<file path="src/rtl/risc_pkg.sv">
// Shared constants, field positions and fetch-state encoding for the 16-bit RISC core.
package risc_pkg;

  localparam int INSTR_W = 16;
  localparam int ADDR_W  = 16;

  localparam int OPC_MSB = 15;
  localparam int OPC_LSB = 12;
  localparam int RD_MSB  = 11;
  localparam int RD_LSB  = 8;
  localparam int F1_MSB  = 7;
  localparam int F1_LSB  = 4;
  localparam int F0_MSB  = 3;
  localparam int F0_LSB  = 0;

  localparam logic [3:0]         OPC_HALT = 4'hF;
  localparam logic [INSTR_W-1:0] NOP      = 16'h0000;

  typedef enum logic [1:0] {
    IDLE   = 2'd0,
    FETCH  = 2'd1,
    HOLD   = 2'd2,
    HALTED = 2'd3
  } ifu_state_e;

  function automatic logic [3:0] opcode_of(input logic [INSTR_W-1:0] word);
    return word[OPC_MSB:OPC_LSB];
  endfunction

endpackage

</file>
<file path="src/rtl/instr_fetch_unit_if.sv">
// Fetch-unit bus bundle: instruction-memory req/ack port plus the decode valid/ready port and IR fields.
interface instr_fetch_unit_if;
  import risc_pkg::*;

  logic               imem_req;
  logic [ADDR_W-1:0]  imem_addr;
  logic [INSTR_W-1:0] imem_rdata;
  logic               imem_ack;
  logic               dec_valid;
  logic               dec_ready;
  logic [INSTR_W-1:0] instr;
  logic [3:0]         opcode;
  logic [3:0]         rd;
  logic [3:0]         instr7_4;
  logic [3:0]         instr3_0;
  logic [ADDR_W-1:0]  pc_out;

  modport master (
    output imem_req, imem_addr, dec_valid, instr, opcode, rd, instr7_4, instr3_0, pc_out,
    input  imem_rdata, imem_ack, dec_ready
  );

  modport slave (
    input  imem_req, imem_addr, dec_valid, instr, opcode, rd, instr7_4, instr3_0, pc_out,
    output imem_rdata, imem_ack, dec_ready
  );

endinterface

</file>
<file path="src/rtl/instr_fetch_unit_pc_reg.sv">
// Program counter: reset load, modulo-2^16 increment, and redirect load (redirect has priority).
module ifu_pc_reg
  import risc_pkg::*;
#(
  parameter logic [ADDR_W-1:0] RESET_PC = 16'h0000,
  parameter logic [ADDR_W-1:0] PC_INC   = 16'h0001
) (
  input  logic              clk,
  input  logic              rst_n,
  input  logic              load_i,
  input  logic [ADDR_W-1:0] load_pc_i,
  input  logic              inc_i,
  output logic [ADDR_W-1:0] pc_o
);

  logic [ADDR_W-1:0] pc_q;
  logic [ADDR_W-1:0] pc_d;

  // Next-PC selection.
  always_comb begin
    pc_d = pc_q;
    if (load_i) begin
      pc_d = load_pc_i;
    end else if (inc_i) begin
      pc_d = pc_q + PC_INC;
    end else begin
      pc_d = pc_q;
    end
  end

  // PC register.
  always_ff @(posedge clk or negedge rst_n) begin
    if (!rst_n) begin
      pc_q <= RESET_PC;
    end else begin
      pc_q <= pc_d;
    end
  end

  assign pc_o = pc_q;

endmodule

</file>
<file path="src/rtl/instr_fetch_unit.sv">
// Fetch stage: IDLE/FETCH/HOLD sequencer, instruction register and decode handshake.
// Optional halt detection (opcode 4'hF) is built when IFU_HALT_DETECT_EN is defined.
module instr_fetch_unit
  import risc_pkg::*;
#(
  parameter logic [ADDR_W-1:0] RESET_PC = 16'h0000,
  parameter logic [ADDR_W-1:0] PC_INC   = 16'h0001
) (
  input  logic              clk,
  input  logic              rst_n,
  input  logic              en,
  input  logic              redirect,
  input  logic [ADDR_W-1:0] redirect_pc,
  instr_fetch_unit_if.master bus
`ifdef IFU_HALT_DETECT_EN
  ,
  output logic              halted
`endif
);

  ifu_state_e         state_q;
  logic               req_q;
  logic               valid_q;
  logic [INSTR_W-1:0] ir_q;
  logic [ADDR_W-1:0]  pc_out_q;
  logic [ADDR_W-1:0]  pc_s;
  logic               take_s;

  // An ack is only consumed for a live request that is not being redirected away.
  assign take_s = (state_q == FETCH) && req_q && bus.imem_ack && !redirect;

  ifu_pc_reg #(
    .RESET_PC (RESET_PC),
    .PC_INC   (PC_INC)
  ) u_pc_reg (
    .clk       (clk),
    .rst_n     (rst_n),
    .load_i    (redirect),
    .load_pc_i (redirect_pc),
    .inc_i     (take_s),
    .pc_o      (pc_s)
  );

`ifdef IFU_HALT_DETECT_EN
  logic halted_q;
`endif

  // Fetch sequencer with registered request, valid, IR and pc_out.
  always_ff @(posedge clk or negedge rst_n) begin
    if (!rst_n) begin
      state_q  <= IDLE;
      req_q    <= 1'b0;
      valid_q  <= 1'b0;
      ir_q     <= NOP;
      pc_out_q <= 16'h0000;
`ifdef IFU_HALT_DETECT_EN
      halted_q <= 1'b0;
`endif
    end else if (redirect) begin
      // Leaving FETCH forces a one-cycle request gap so the abandoned request is visibly closed.
      state_q  <= en ? FETCH : IDLE;
      req_q    <= en && (state_q != FETCH);
      valid_q  <= 1'b0;
      ir_q     <= NOP;
`ifdef IFU_HALT_DETECT_EN
      halted_q <= 1'b0;
`endif
    end else begin
      case (state_q)
        IDLE: begin
          if (en) begin
            state_q <= FETCH;
            req_q   <= 1'b1;
          end
        end
        FETCH: begin
          if (!req_q) begin
            req_q <= 1'b1;
          end else if (bus.imem_ack) begin
            ir_q     <= bus.imem_rdata;
            pc_out_q <= pc_s;
            valid_q  <= 1'b1;
            req_q    <= 1'b0;
            state_q  <= HOLD;
          end
        end
        HOLD: begin
          if (bus.dec_ready) begin
            valid_q <= 1'b0;
`ifdef IFU_HALT_DETECT_EN
            if (opcode_of(ir_q) == OPC_HALT) begin
              state_q  <= HALTED;
              req_q    <= 1'b0;
              halted_q <= 1'b1;
            end else
`endif
            if (en) begin
              state_q <= FETCH;
              req_q   <= 1'b1;
            end else begin
              state_q <= IDLE;
              req_q   <= 1'b0;
            end
          end
        end
`ifdef IFU_HALT_DETECT_EN
        HALTED: begin
          req_q   <= 1'b0;
          valid_q <= 1'b0;
        end
`endif
        default: begin
          state_q <= IDLE;
          req_q   <= 1'b0;
          valid_q <= 1'b0;
        end
      endcase
    end
  end

  assign bus.imem_req  = req_q;
  assign bus.imem_addr = pc_s;
  assign bus.dec_valid = valid_q;
  assign bus.instr     = ir_q;
  assign bus.opcode    = opcode_of(ir_q);
  assign bus.rd        = ir_q[RD_MSB:RD_LSB];
  assign bus.instr7_4  = ir_q[F1_MSB:F1_LSB];
  assign bus.instr3_0  = ir_q[F0_MSB:F0_LSB];
  assign bus.pc_out    = pc_out_q;

`ifdef IFU_HALT_DETECT_EN
  assign halted = halted_q;
`endif

endmodule

</file>
<file path="src/flat_wrapper.sv">
// flat-port wrapper written by rule: the top's interface ports become plain ports
module instr_fetch_unit_flat import risc_pkg::*;
#(
  parameter logic [ADDR_W-1:0] RESET_PC = 16'h0000,
  parameter logic [ADDR_W-1:0] PC_INC   = 16'h0001
)
  (clk, rst_n, en, redirect, redirect_pc, bus_imem_req, bus_imem_addr, bus_dec_valid, bus_instr, bus_opcode, bus_rd, bus_instr7_4, bus_instr3_0, bus_pc_out, bus_imem_rdata, bus_imem_ack, bus_dec_ready);
  instr_fetch_unit_if bus_i ();
  input  logic clk;
  input  logic rst_n;
  input  logic en;
  input  logic redirect;
  input  logic [ADDR_W-1:0] redirect_pc;
  output wire logic [$bits(bus_i.imem_req)-1:0] bus_imem_req;
  output wire logic [$bits(bus_i.imem_addr)-1:0] bus_imem_addr;
  output wire logic [$bits(bus_i.dec_valid)-1:0] bus_dec_valid;
  output wire logic [$bits(bus_i.instr)-1:0] bus_instr;
  output wire logic [$bits(bus_i.opcode)-1:0] bus_opcode;
  output wire logic [$bits(bus_i.rd)-1:0] bus_rd;
  output wire logic [$bits(bus_i.instr7_4)-1:0] bus_instr7_4;
  output wire logic [$bits(bus_i.instr3_0)-1:0] bus_instr3_0;
  output wire logic [$bits(bus_i.pc_out)-1:0] bus_pc_out;
  input wire logic [$bits(bus_i.imem_rdata)-1:0] bus_imem_rdata;
  input wire logic [$bits(bus_i.imem_ack)-1:0] bus_imem_ack;
  input wire logic [$bits(bus_i.dec_ready)-1:0] bus_dec_ready;
  assign bus_imem_req = bus_i.imem_req;
  assign bus_imem_addr = bus_i.imem_addr;
  assign bus_dec_valid = bus_i.dec_valid;
  assign bus_instr = bus_i.instr;
  assign bus_opcode = bus_i.opcode;
  assign bus_rd = bus_i.rd;
  assign bus_instr7_4 = bus_i.instr7_4;
  assign bus_instr3_0 = bus_i.instr3_0;
  assign bus_pc_out = bus_i.pc_out;
  assign bus_i.imem_rdata = bus_imem_rdata;
  assign bus_i.imem_ack = bus_imem_ack;
  assign bus_i.dec_ready = bus_dec_ready;
  instr_fetch_unit #(.RESET_PC(RESET_PC), .PC_INC(PC_INC)) u_core (.clk(clk), .rst_n(rst_n), .en(en), .redirect(redirect), .redirect_pc(redirect_pc), .bus(bus_i));
endmodule
</file>
<file path="config.mk">
export PLATFORM = sky130hd
export DESIGN_NAME = instr_fetch_unit_flat
export DESIGN_NICKNAME = d
export VERILOG_FILES = /design/src/rtl/risc_pkg.sv /design/src/rtl/instr_fetch_unit_if.sv /design/src/rtl/instr_fetch_unit_pc_reg.sv /design/src/rtl/instr_fetch_unit.sv /design/src/flat_wrapper.sv
export SDC_FILE = /design/constraint.sdc
export NUM_CORES = 1
export LEC_CHECK = 0
export ABC_AREA = 1
export CORE_MARGIN = 2
export CORE_UTILIZATION = 28
export CTS_CLUSTER_DIAMETER = 150
export DETAILED_ROUTE_END_ITERATION = 10
export MAX_ROUTING_LAYER = met4
export SYNTH_ARGS = -nofsm -noshare
export SYNTH_HDL_FRONTEND = slang
export SYNTH_HIERARCHICAL = 1
export SYNTH_SLANG_ARGS = --single-unit
</file>
<file path="constraint.sdc">
create_clock -name clk -period 1.6 [get_ports clk]
set_input_delay 0.16 -clock clk [delete_from_list [all_inputs] [get_ports clk]]
set_output_delay 0.16 -clock clk [all_outputs]
set_load 0.1 [all_outputs]
</file>
==> impl_metrics.json, run 1 <==
{
  "grt_pass1_wl_mm": 12.4,
  "ant_nets": 0,
  "max_freq_ghz": 0.674,
  "synthesis.nets": 368,
  "finalMaxSlewViolations": 0,
  "ctsRootBufferMaster": "clkbuf_8",
  "avgViaCountPerCell": 4.62,
  "drc_errors": 0,
  "grt-ovfl-total": 0,
  "combPwrFrac_pct": 62.0,
  "critical_path_arrival_ns": 1.67,
  "rows": 35,
  "die_y_microns": 101,
  "place.port_buffers": 103,
  "synth_seq_cells": 52,
  "vias": 2523,
  "start_util_pct": 28.8,
  "area_growth_pct": 75.7,
  "peakVddDrop_v": 0.00101,
  "drt_iter0_markers": 121,
  "crit_required_ns": 1.79,
  "nets": 473,
  "p_seq_share_pct": 26.7,
  "cts_resized": 0,
  "grt_pass1_vias": 2454,
  "routed_wl_mm": 7.54,
  "power_switching_w": 0.00410,
  "io_pins": 104,
  "n_antenna_cell": 0,
  "slew_headroom_pct": 72.4,
  "dieArea_sq_um": 10300,
  "grt_use_total_pct": 15.5,
  "die_w_microns": 101,
  "max-cap-violations": 0,
  "drive_gt1_share_pct": 30.3,
  "fin_crit_ns": 1.48,
  "postSynthCellCount": 329,
  "h-tree-depth": 2,
  "yosysWarnings": 6,
  "cts_tree": "built",
  "holdWs_ns": 0.376,
  "hpwl_mm": 5.80,
  "worst-setup-path-type": "flop to flop",
  "setup_viol": 0,
  "switching_share_pct": 51.9,
  "mostFrequentLayoutCells": "150 x nand2_1, 70 x buf_12, 38 x dfrtp_1, 36 x clkdlybuf4s50_1",
  "yosys.cell_types.count": 24,
  "numCtsBuffers": 5,
  "cts_buffer_depth": 2,
  "cp_max_fo": 9,
  "antenna_found_initial": 0,
  "p_leak_nw": 2.20,
  "dr.pass1.iters": 4,
  "final_common_cell": "nand2_1",
  "endpoint_kind": "flop",
  "avgSynthCellArea_sq_um": 8.06,
  "pre_cts_slack_ns": -0.117,
  "tightest_slew_ns": 0.412,
  "internal_power_w": 0.00380,
  "hp-class": "input pin to asynchronous set/reset pin",
  "clk_latency_ns": 0.30,
  "startpoint_type": "flop",
  "min_period_over_period_pct": 92.7,
  "clkPwrFrac_pct": 11.3,
  "cts.sinks": 52,
  "wire_per_inst_microns": 13.8,
  "skew_ns": 0.00735,
  "fp.coreArea_sq_um": 9200,
  "p_per_area_nw_per_um2": 1700,
  "ys_seq_area_share_pct": 49.1,
  "path_clk_slew_ns": 0.09,
  "layout_setup_ws_ns": 0.117,
  "status": "complete, no violations",
  "grt_max_degree": 53,
  "syn_area_sq_um": 2650,
  "place.gp.congestion": 0.907,
  "hold_viol_final": 0,
  "rsz0062_at_grt": "no"
}
==> power by group through the flow <==
stage	logic [W]	registers (W)	clock network, W
after floorplan	0.000995	0.00409	0
after global placement	0.00488	0.00214	0
after detailed placement	0.00492	0.00214	0
after CTS	0.00492	0.00212	0.000944
after global routing	0.00506	0.00217	0.000985
final	0.00490	0.00211	0.000896
==> cells by family (layout without fill, tap and decap cells) <==
logic type | Yosys count | in the layout | synth area share, %
simple gates | 201 | 201 | 31.8
flops | 52 | 52 | 49.1
buf+inv | 43 | 149 | 10.2
compound gates | 26 | 26 | 6.42
xor+xnor | 6 | 6 | 1.98
fa+ha+maj | 1 | 1 | 0.472
==> critical path: stages (launching register included) <==
cell and delay (ns):
dfrtp_1 0.43, inv_2 0.09, nand2_2 0.09, nor3_4 0.20, buf_12 0.16, nor2_4 0.06
buf_4 0.15, a22oi_2 0.11, nand2_1 0.06
==> final timing paths <==
path / startpoint / endpoint / slack [ns] / cells after the start
max: u_core/state_q[1] / u_core/u_pc_reg/pc_o[7] / 0.12 / 8
min: rst_n / u_core/bus.imem_req / 0.38 / 3
max reg2reg: u_core/state_q[1] / u_core/u_pc_reg/pc_o[7] / 0.12 / 8
min reg2reg: u_core/bus.dec_valid / u_core/bus.dec_valid / 0.54 / 2
max in group asynchronous: rst_n / u_core/u_pc_reg/pc_o[3] / 0.97 / 3
min in group clk: bus_imem_rdata[6] / u_core/bus.instr[6] / 0.39 / 3
==> flip-flops by register name, summed over array words and instances (netlist names) <==
register / flops
u_core/bus.imem_req: 1
u_core/bus.instr: 16
u_core/bus.dec_valid: 1
u_core/u_pc_reg/pc_o: 16
u_core/bus.pc_out: 16
u_core/state_q: 2
==> cell usage after synthesis (all sizes together) <==
library cell  number  area, sq um
xor2               3         26.3
inv               19         71.3
nand2            158          613
o21bai             2         15.0
a22oi             12         90.1
nor3               2         21.3
nand4              3         18.8
o211ai             2         15.0
xnor2              3         26.3
ha                 1         12.5
dfrtp             52         1300
nor2              22          110
buf               24          200
o21ai              7         35.0
nand3             16         80.1
a21oi              3         15.0
==> stage by stage <==
stage	power (W)	instances	area [sq um]	TNS, ns	utilization (%)
floorplan	0.00509	329	2730	-1.14	-
global placement	0.00702	534	4520	-0.179	49.1
detailed placement	0.00706	534	4520	-0.697	49.1
CTS	0.00799	543	4640	0	50.4
global route	0.00822	546	4660	0	50.7
finish	0.00791	546	4660	0	50.7
==> cell type report <==
cell class / count / area (sq um)
clock inverters: 2 / 35.0
inverters: 19 / 73.8
repair buffers: 122 / 1880
multi-input cells: 234 / 1140
well taps: 111 / 139
fillers: 830 / 4540
clock buffers: 6 / 72.6
flip-flops and latches: 52 / 1320
==> metal layers <==
metal / vias to the layer above / share of wire [%] / global-route usage [%]
met5: - / 0 / -
met4: 0 / 0.74 / 2.70
met3: 6 / 5.3 / 2.62
met2: 94 / 47 / 24.4
met1: 1192 / 47 / 21.4
li1: 1231 / - / -
==> repair_timing <==
action / 4_1_cts / 5_1_grt
buffers inserted: 0 / 3
setup endpoints to repair: 0 / 3
endpoints found under the hold margin: 52 / 0
hold buffers: 1 / 0
No activity file was read; power rests on OpenSTA's default activity.
==> run 2: changes to the inputs <==
--- a/config.mk
+++ b/config.mk
@@ -8,6 +8,7 @@
 export ABC_AREA = 1
 export CORE_MARGIN = 2
 export CORE_UTILIZATION = 28
+export CTS_BUF_LIST = sky130_fd_sc_hd__clkbuf_4 sky130_fd_sc_hd__clkbuf_8
 export CTS_CLUSTER_DIAMETER = 150
 export DETAILED_ROUTE_END_ITERATION = 10
 export MAX_ROUTING_LAYER = met4
==> impl_metrics.json, run 2 (synthesis results as in run 1) <==
{
  "place.port_buffers": 103,
  "grt_use_total_pct": 15.5,
  "antenna_found_initial": 0,
  "die_w_microns": 101,
  "reg2reg_from": "u_core/state_q[1]",
  "combPwrFrac_pct": 61.8,
  "h-tree-depth": 2,
  "fin_crit_ns": 1.48,
  "crit_path_end": "u_core/u_pc_reg/pc_o[7]",
  "cts.sinks": 52,
  "area_growth_pct": 75.9,
  "fp.coreArea_sq_um": 9200,
  "pre_cts_slack_ns": -0.117,
  "cpPeakStageDelay_ns": 0.43,
  "rsz0062_at_grt": "no",
  "p_seq_share_pct": 26.7,
  "drive_gt1_share_pct": 30.6,
  "grt_pass1_wl_mm": 12.4,
  "clk_latency_ns": 0.30,
  "status": "complete, no violations",
  "startpoint_type": "flop",
  "final_common_cell": "nand2_1",
  "cts_buffer_depth": 2,
  "critPathSlowestCell": "dfrtp_1",
  "layout_setup_ws_ns": 0.117,
  "grt_pass1_vias": 2460,
  "min_period_over_period_pct": 92.7,
  "path_cells": "inv_2 > nand2_2 > nor3_4 > buf_12 > nor2_4 > buf_4 > a22oi_2 > nand2_1",
  "tightest_slew_ns": 0.412,
  "setup_tns_ns": 0,
  "wire_per_inst_microns": 13.9,
  "cp-startpoint": "u_core/state_q[1]",
  "ctsRootBufferMaster": "clkbuf_8",
  "drt_iter0_markers": 107,
  "internal_power_w": 0.00382,
  "ant_nets": 0,
  "setup_viol": 0,
  "slew_headroom_pct": 72.4,
  "grt-ovfl-total": 0,
  "routed_wl_mm": 7.57,
  "io_pins": 104,
  "worstRegToRegCells": 8,
  "n_antenna_cell": 0,
  "vias": 2539,
  "critical_path_arrival_ns": 1.67,
  "drc_errors": 0,
  "finalMaxSlewViolations": 0,
  "worst-setup-path-type": "flop to flop",
  "power_switching_w": 0.00411,
  "cts_resized": 0,
  "cts_tree": "built",
  "place.gp.congestion": 0.907,
  "endpoint_kind": "flop",
  "stdcell_area_sq_um": 4660,
  "cp_max_fo": 9,
  "crit_required_ns": 1.79,
  "start_util_pct": 28.8,
  "dieArea_sq_um": 10300,
  "p_leak_nw": 2.21,
  "die_y_microns": 101,
  "peakVddDrop_v": 0.00100,
  "skew_ns": 0.00740,
  "clkPwrFrac_pct": 11.5,
  "max-cap-violations": 0,
  "r2r_end": "u_core/u_pc_reg/pc_o[7]",
  "hold_viol_final": 0,
  "grt_max_degree": 53,
  "max_freq_ghz": 0.674,
  "ff2ff_setup_slack_ns": 0.12,
  "hp-class": "input pin to asynchronous set/reset pin",
  "avgViaCountPerCell": 4.65,
  "path_clk_slew_ns": 0.09,
  "nets": 473,
  "rows": 35,
  "mostFrequentLayoutCells": "150 x nand2_1, 70 x buf_12, 38 x dfrtp_1, 36 x clkdlybuf4s50_1",
  "dr.pass1.iters": 4,
  "dpl_cell_area_sq_um": 4520,
  "numCtsBuffers": 5,
  "switching_share_pct": 51.8,
  "finalPower_w": 0.00793,
  "hpwl_mm": 5.80,
  "p_per_area_nw_per_um2": 1700
}
[run 2: through the flow]
stage | hold WS [ns] | cells | util, %
finish | 0.376 | 546 | 50.7
global placement | 0.182 | 534 | 49.1
floorplan | -0.136 | 329 | -
detailed placement | 0.180 | 534 | 49.1
global route | 0.395 | 546 | 50.7
CTS | 0.381 | 543 | 50.5
[run 2: worst min path at each step]
stage | slack [ns] | to | start | depth (start not counted)
after floorplan | -0.14 | u_core/bus.dec_valid | rst_n | 0
after global placement | 0.18 | u_core/bus.imem_req | rst_n | 2
after detailed placement | 0.18 | u_core/bus.imem_req | rst_n | 2
after CTS | 0.38 | u_core/bus.imem_req | rst_n | 3
after global routing | 0.40 | u_core/bus.instr[10] | bus_imem_rdata[10] | 3
final | 0.38 | u_core/bus.imem_req | rst_n | 3
[run 2: power by group through the flow]
stage	Clock (W)	Combinational, W	Sequential, W
2_1_floorplan	0	0.000995	0.00409
3_3_place_gp	0	0.00488	0.00214
3_5_place_dp	0	0.00492	0.00214
4_1_cts	0.000960	0.00492	0.00212
5_1_grt	0.000999	0.00506	0.00217
6_report	0.000914	0.00490	0.00211
[run 2: layer usage]
layer / track usage, % / up-vias / part of all wire [%]
met5: - / - / 0
met1: 21.4 / 1201 / 47
met3: 2.62 / 8 / 5.6
li1: - / 1234 / -
met4: 3.01 / 0 / 1.1
met2: 24.2 / 96 / 47
[run 2: area by class of cell]
| cell class | instances | area (sq um) |
|---|---|---|
| clock inverters | 2 | 35.0 |
| inverters | 19 | 73.8 |
| repair buffers | 122 | 1880 |
| clock buffers | 6 | 76.3 |
| flip-flops and latches | 52 | 1320 |
| multi-input cells | 234 | 1140 |
| fillers | 831 | 4530 |
| well taps | 111 | 139 |
[run 2: critical path: cells and delay by family (launching register included)]
kind | cells | cell delay [ns]
buffers and inverters | 3 | 0.40
AOI/OAI and AO/OA | 1 | 0.11
DFF | 1 | 0.43
and+or+nand+nor | 4 | 0.41
[run 2: what timing repair did]
item | CTS | global route
hold buffers | 1 | 0
setup buffers | 0 | 3
hold endpoints to repair | 52 | 0
endpoints found under the setup margin | 0 | 3
